### src/rtl/clock_gen_if.sv
// clock_gen_if -- control and output bundle for clock_gen.
//   run      : 1 = free-run, 0 = halt request
//   step     : single-period request (rising-edge sensitive)
//   div_ld   : per-channel shadow divisor load strobe
//   div_val  : half-period value written on a load
//   ClockOut : registered divided clocks, one per channel
//   Tick     : one-CLOCK pulse in the first high cycle of each channel
//   Busy     : a single-step period is in progress
// master drives the controls; slave (clock_gen) drives the outputs.
interface clock_gen_if #(
  parameter int NCH  = 2,
  parameter int DIVW = 8
);
  logic            run;
  logic            step;
  logic [NCH-1:0]  div_ld;
  logic [DIVW-1:0] div_val;
  logic [NCH-1:0]  ClockOut;
  logic [NCH-1:0]  Tick;
  logic            Busy;

  modport master (
    output run, step, div_ld, div_val,
    input  ClockOut, Tick, Busy
  );

  modport slave (
    input  run, step, div_ld, div_val,
    output ClockOut, Tick, Busy
  );
endinterface

### src/rtl/clock_gen.sv
// clock_gen -- NCH independent programmable clock dividers with halt/drain
// and optional single-step control.
//   CLOCK : single clock for all logic
//   Reset : asynchronous, active-high
//   bus   : clock_gen_if.slave (run, step, div_ld, div_val in;
//           ClockOut, Tick, Busy out)
// Each channel toggles ClockOut every H CLOCK cycles (H==0 acts as 1).
// Channel i comes out of reset with half-period DIV_INIT<<i.
// Optional feature macro CLOCK_GEN_STEP_EN: adds the STEP state, the step
// edge detector and Busy. Without it step is ignored and Busy is 0.
module clock_gen #(
  parameter int NCH      = 2,
  parameter int DIVW     = 8,
  parameter int DIV_INIT = 1
) (
  input  logic       CLOCK,
  input  logic       Reset,
  clock_gen_if.slave bus
);

`ifdef CLOCK_GEN_STEP_EN
  typedef enum logic [1:0] {
    ST_RUN   = 2'd0,
    ST_DRAIN = 2'd1,
    ST_HALT  = 2'd2,
    ST_STEP  = 2'd3
  } state_t;
`else
  typedef enum logic [1:0] {
    ST_RUN   = 2'd0,
    ST_DRAIN = 2'd1,
    ST_HALT  = 2'd2
  } state_t;
`endif

  function automatic logic [DIVW-1:0] eff_half(input logic [DIVW-1:0] h);
    return (h == '0) ? DIVW'(1) : h;
  endfunction

  function automatic logic [DIVW-1:0] rst_half(input int idx);
    return DIVW'(DIV_INIT << idx);
  endfunction

  state_t          state_q [NCH];
  state_t          state_d [NCH];
  logic [DIVW-1:0] cnt_q   [NCH];
  logic [DIVW-1:0] cnt_d   [NCH];
  logic [DIVW-1:0] h_q     [NCH];
  logic [DIVW-1:0] h_d     [NCH];
  logic [DIVW-1:0] hsh_q   [NCH];
  logic [DIVW-1:0] hsh_d   [NCH];
  logic [NCH-1:0]  clk_q, clk_d;
  logic [NCH-1:0]  tick_q, tick_d;
  logic [NCH-1:0]  wrap;

`ifdef CLOCK_GEN_STEP_EN
  logic step_q;
  logic busy_q, busy_d;
  logic all_halt;
  logic step_go;

  always_comb begin
    all_halt = 1'b1;
    for (int i = 0; i < NCH; i++) begin
      if (state_q[i] != ST_HALT) all_halt = 1'b0;
    end
  end

  // Step is honoured only as a fresh edge with every channel parked.
  assign step_go = bus.step & ~step_q & ~bus.run & all_halt & ~busy_q;

  always_comb begin
    busy_d = 1'b0;
    for (int i = 0; i < NCH; i++) begin
      if (state_d[i] == ST_STEP) busy_d = 1'b1;
    end
  end

  always_ff @(posedge CLOCK or posedge Reset) begin
    if (Reset) begin
      step_q <= 1'b0;
      busy_q <= 1'b0;
    end else begin
      step_q <= bus.step;
      busy_q <= busy_d;
    end
  end

  assign bus.Busy = busy_q;
`else
  logic unused_step;
  assign unused_step = bus.step;
  assign bus.Busy    = 1'b0;
`endif

  // A channel counts in every state except HALT.
  always_comb begin
    wrap = '0;
    for (int i = 0; i < NCH; i++) begin
      wrap[i] = (state_q[i] != ST_HALT) &&
                (cnt_q[i] == eff_half(h_q[i]) - DIVW'(1));
    end
  end

  always_comb begin
    clk_d  = clk_q;
    tick_d = '0;
    for (int i = 0; i < NCH; i++) begin
      state_d[i] = state_q[i];
      cnt_d[i]   = cnt_q[i];
      h_d[i]     = h_q[i];
      hsh_d[i]   = bus.div_ld[i] ? bus.div_val : hsh_q[i];

      if (state_q[i] != ST_HALT) begin
        if (wrap[i]) begin
          cnt_d[i]  = '0;
          clk_d[i]  = ~clk_q[i];
          tick_d[i] = ~clk_q[i];
          // hsh_d bypass lets a load coincident with the toggle take effect
          // on the very next half-period.
          h_d[i]    = hsh_d[i];
        end else begin
          cnt_d[i] = cnt_q[i] + DIVW'(1);
        end
      end

      // A rising wrap while stopping parks the channel high with cnt=0.
      case (state_q[i])
        ST_RUN: begin
          if (!bus.run) state_d[i] = (wrap[i] && !clk_q[i]) ? ST_HALT : ST_DRAIN;
        end
        ST_DRAIN: begin
          if (bus.run)                    state_d[i] = ST_RUN;
          else if (wrap[i] && !clk_q[i])  state_d[i] = ST_HALT;
        end
        ST_HALT: begin
          h_d[i] = hsh_d[i];
          if (bus.run)      state_d[i] = ST_RUN;
`ifdef CLOCK_GEN_STEP_EN
          else if (step_go) state_d[i] = ST_STEP;
`endif
        end
`ifdef CLOCK_GEN_STEP_EN
        ST_STEP: begin
          if (bus.run)                    state_d[i] = ST_RUN;
          else if (wrap[i] && !clk_q[i])  state_d[i] = ST_HALT;
        end
`endif
        default: state_d[i] = ST_RUN;
      endcase
    end
  end

  always_ff @(posedge CLOCK or posedge Reset) begin
    if (Reset) begin
      for (int i = 0; i < NCH; i++) begin
        state_q[i] <= ST_RUN;
        cnt_q[i]   <= '0;
        h_q[i]     <= rst_half(i);
        hsh_q[i]   <= rst_half(i);
      end
      clk_q  <= '1;
      tick_q <= '0;
    end else begin
      for (int i = 0; i < NCH; i++) begin
        state_q[i] <= state_d[i];
        cnt_q[i]   <= cnt_d[i];
        h_q[i]     <= h_d[i];
        hsh_q[i]   <= hsh_d[i];
      end
      clk_q  <= clk_d;
      tick_q <= tick_d;
    end
  end

  assign bus.ClockOut = clk_q;
  assign bus.Tick     = tick_q;

endmodule
### src/flat_wrapper.sv
// flat-port wrapper written by rule: the top's interface ports become plain ports
module clock_gen_flat 
#(
  parameter int NCH      = 2,
  parameter int DIVW     = 8,
  parameter int DIV_INIT = 1
)
  (CLOCK, Reset, bus_run, bus_step, bus_div_ld, bus_div_val, bus_ClockOut, bus_Tick, bus_Busy);
  clock_gen_if #(.NCH(NCH), .DIVW(DIVW)) bus_i ();
  input  logic CLOCK;
  input  logic Reset;
  input wire logic [$bits(bus_i.run)-1:0] bus_run;
  input wire logic [$bits(bus_i.step)-1:0] bus_step;
  input wire logic [$bits(bus_i.div_ld)-1:0] bus_div_ld;
  input wire logic [$bits(bus_i.div_val)-1:0] bus_div_val;
  output wire logic [$bits(bus_i.ClockOut)-1:0] bus_ClockOut;
  output wire logic [$bits(bus_i.Tick)-1:0] bus_Tick;
  output wire logic [$bits(bus_i.Busy)-1:0] bus_Busy;
  assign bus_i.run = bus_run;
  assign bus_i.step = bus_step;
  assign bus_i.div_ld = bus_div_ld;
  assign bus_i.div_val = bus_div_val;
  assign bus_ClockOut = bus_i.ClockOut;
  assign bus_Tick = bus_i.Tick;
  assign bus_Busy = bus_i.Busy;
  clock_gen #(.NCH(NCH), .DIVW(DIVW), .DIV_INIT(DIV_INIT)) u_core (.CLOCK(CLOCK), .Reset(Reset), .bus(bus_i));
endmodule
### config.mk
export PLATFORM = sky130hd
export DESIGN_NAME = clock_gen_flat
export DESIGN_NICKNAME = d
export VERILOG_FILES = /design/src/rtl/clock_gen_if.sv /design/src/rtl/clock_gen.sv /design/src/flat_wrapper.sv
export SDC_FILE = /design/constraint.sdc
export NUM_CORES = 1
export LEC_CHECK = 0
export BUFFER_PORTS_ARGS = -buffer_cell sky130_fd_sc_hd__buf_2
export CELL_PAD_IN_SITES_DETAIL_PLACEMENT = 1
export CELL_PAD_IN_SITES_GLOBAL_PLACEMENT = 2
export CORE_UTILIZATION = 44
export CTS_BUF_LIST = sky130_fd_sc_hd__clkbuf_4 sky130_fd_sc_hd__clkbuf_8 sky130_fd_sc_hd__clkbuf_16
export DETAILED_ROUTE_END_ITERATION = 16
export PLACE_DENSITY_LB_ADDON = 0.1
export SETUP_SLACK_MARGIN = 0.02
export SKIP_LAST_GASP = 1
export SLEW_MARGIN = 20
export SYNTH_ARGS = -nofsm -noshare
export SYNTH_HDL_FRONTEND = slang
export SYNTH_SLANG_ARGS = --single-unit
### constraint.sdc
create_clock -name CLOCK -period 6.9 [get_ports CLOCK]
set_input_delay 1.38 -clock CLOCK [delete_from_list [all_inputs] [get_ports CLOCK]]
set_output_delay 1.38 -clock CLOCK [all_outputs]
set_load 0.005 [all_outputs]
==> impl_metrics.tcl <==
set metrics [dict create \
    die_area_um2 7100 \
    cts_tree "built" \
    drt_pass1_iterations 4 \
    io_pins 19 \
    route.vias.total 2087 \
    hold_path_class "flop to flop" \
    timing.final.ws_setup_ps 3030 \
    portBuffers 16 \
    tightestPinTransition_ps 731 \
    syn_nets 285 \
    route.detailed.drc 0 \
    critical-path-max-stage-delay_ps 590 \
    synth_most_common_cell "dfrtp_1" \
    antenna_found_initial 0 \
    cts_setup_buffers 0 \
    r2r_setup_slack_ps 3030 \
    p_per_area_nw_per_um2 441 \
    fin_hold_ws_ps 491 \
    fin_area_um2 3210 \
    crit_family "simple AND/OR/NAND/NOR gates" \
    synth_seq_cells 56 \
    maxCapViolCount 0 \
    yosysSeqAreaShare_pct 47.3 \
    final_layout_size_suffix_gt1_share_pct 26.9 \
    report.final.setup_viol 0 \
    synthFlopType "dfrtp_1" \
    dp_hpwl_um 4540 \
    rsz0062_at_grt "no" \
    critPathArrivalTime_ps 4080 \
    period_share_pct 56.1 \
    overflow 0 \
    via_per_inst 5.80 \
    wl_um 6340 \
    die_w_um 84.3 \
    synthCells 267 \
    hold_violations 0 \
    htree_levels 2 \
    grt.total_usage_pct 20.2 \
    post-place-ws_ps 3050 \
    yosys-top-cells-area "dfrtp_1 (42%), mux2_2 (10%), dfstp_2 (5.3%), mux2_4 (4.0%), a22o_1 (3.2%)" \
    placed_area_um2 3100 \
    ff2ff_path_depth 11 \
    clock-sinks 56 \
    area_growth_pct 7.85 \
    clock_path_buffers 2 \
    synth_edf_count 0 \
    drt_iter0_markers 93 \
    maxSlewViolCount 0 \
    row_count 29 \
    antenna_cells 0 \
    yosys_warnings 0 \
    hold_path_end "u_core.state_q[0]" \
    outcome "completed" \
    slowest_stage "or4_1" \
    path_cells "or4_1 > nor2_1 > a21oi_1 > ha_1 > xnor2_1 > a221o_1 > a31oi_1 > or4b_4 > nor3_4 > nor2_4 > mux2_4" \
    max_freq_ghz 0.258 \
    synth_top_area_cell "dfrtp_1" \
    reg2reg_from "u_core.h_q[11]" \
    max_slew_margin_pct 50.9 \
    grt_max_degree 57 \
    core_area_um2 6460 \
    synthTopCellsByCount "dfrtp_1 (50), mux2_2 (27), nor2_1 (18), o21ai_0 (14), nand2_1 (12)" \
    clock_skew_ps 7.26 \
    r2r_end "u_core.h_q[11]" \
    clkTransAtPathRegs_ps 100 \
    max-vdd-ir-drop_v 0.000177 \
    fin_tns_setup_ps 0 \
    fin_nets 300 \
    cts_hold_buf 0 \
    grt_pass1_wl_um 11300 \
    ctsResizeCount 0 \
    synth.distinct_cells 52 \
    fill_cells 740 \
    cp-end-kind "flop" \
    syn_avg_cell_area_um2 11.2 \
    p_leak_nw 1.41 \
    worstHoldStart "u_core.state_q[1]" \
    min_period_ps 3870 \
    place.gp.congestion 0.763 \
    root_buffer "clkbuf_8" \
    cp.buffers_inverters 0 \
    antenna_left 0 \
    worst-path-max-fanout 14 \
    async_flop_share_pct 100 \
    die_h_um 84.3 \
    cts_made_buffers 5 \
    whs_path_depth 1 \
    clk_latency_ps 310 \
    critPathRequiredTime_ps 7110 \
    cp-start-kind "flop" \
    yosysTopAreaCellShare_pct 42.0 \
    crit_type "flop to flop" \
    netlist_area_um2 2980 \
    post_drt_wl_per_cell_um 17.6 \
    start_util_pct 46.1 \
    total_power_w 0.00142 \
    first_global_vias 2230 \
]
-- flip-flops by register name (all words and copies together) (netlist names) --
signal,flops
u_core.cnt_q,16
u_core.bus.ClockOut,2
u_core.hsh_q,16
u_core.h_q,16
u_core.bus.Tick,2
u_core.state_q,4
-- layout by cell type, fill, tap and decap left out, drive strengths merged, types with 7 or more instances in the layout --
cell type	instances
a21oi	9
a22o	11
inv	7
buf	17
o21ai	14
nand2	12
nor2	21
mux2	35
nor2b	11
xnor2	9
dfrtp	50
nor3	8
-- worst max path at each step --
| stage | startpoint | end | slack [ps] | cells after the start |
|---|---|---|---|---|
| 5_1_grt | u_core.h_q[11] | u_core.h_q[15] | 2750 | 11 |
| 2_1_floorplan | u_core.h_q[11] | u_core.h_q[10] | 3400 | 13 |
| 3_3_place_gp | u_core.h_q[11] | u_core.h_q[10] | 3080 | 11 |
| 6_report | u_core.h_q[11] | u_core.h_q[11] | 3030 | 11 |
| 3_5_place_dp | u_core.h_q[11] | u_core.h_q[9] | 3050 | 11 |
| 4_1_cts | u_core.h_q[11] | u_core.h_q[15] | 3030 | 11 |
-- through the flow --
step | instances | util, %
after CTS | 360 | 49.7
after floorplan | 267 | -
after global placement | 352 | 48.0
final | 360 | 49.7
after global routing | 360 | 49.7
after detailed placement | 352 | 48.0
-- kinds of logic (layout without fill, tap and decap cells) --
group           Yosys count  after routing  synth area share [%]
fa+ha+maj                 4              4                  1.68
compound gates           55             55                  12.6
buf+inv                  16             32                  2.94
mux                      35             35                  14.2
other cells               1              1                 0.126
xor+xnor                 11             11                  3.23
simple gates             89             89                  17.9
flops                    56             56                  47.3
-- metal layers --
layer  routed length, um  global-route usage (%)
met4                  73                    5.64
met1                3050                    27.9
met3                  91                    3.24
met2                3120                    33.2
met5                   0                       0
-- layout make-up --
class | count | area [um^2] | share of cell area [%]
multi-input cells | 195 | 1480 | 46.1
inverters | 7 | 26.3 | 0.818
repair buffers | 17 | 87.6 | 2.73
clock inverters | 2 | 35.0 | 1.09
clock buffers | 6 | 76.3 | 2.38
flip-flops and latches | 56 | 1410 | 43.8
well taps | 77 | 96.3 | 3.00
-- power by group --
group / switching [W] / internal, W / leakage [nW]
Clock: 0.000108 / 0.000112 / 0.0586
Sequential: 0.000161 / 0.000441 / 0.683
Combinational: 0.000278 / 0.000319 / 0.673
(Power assumes the default switching activity.)
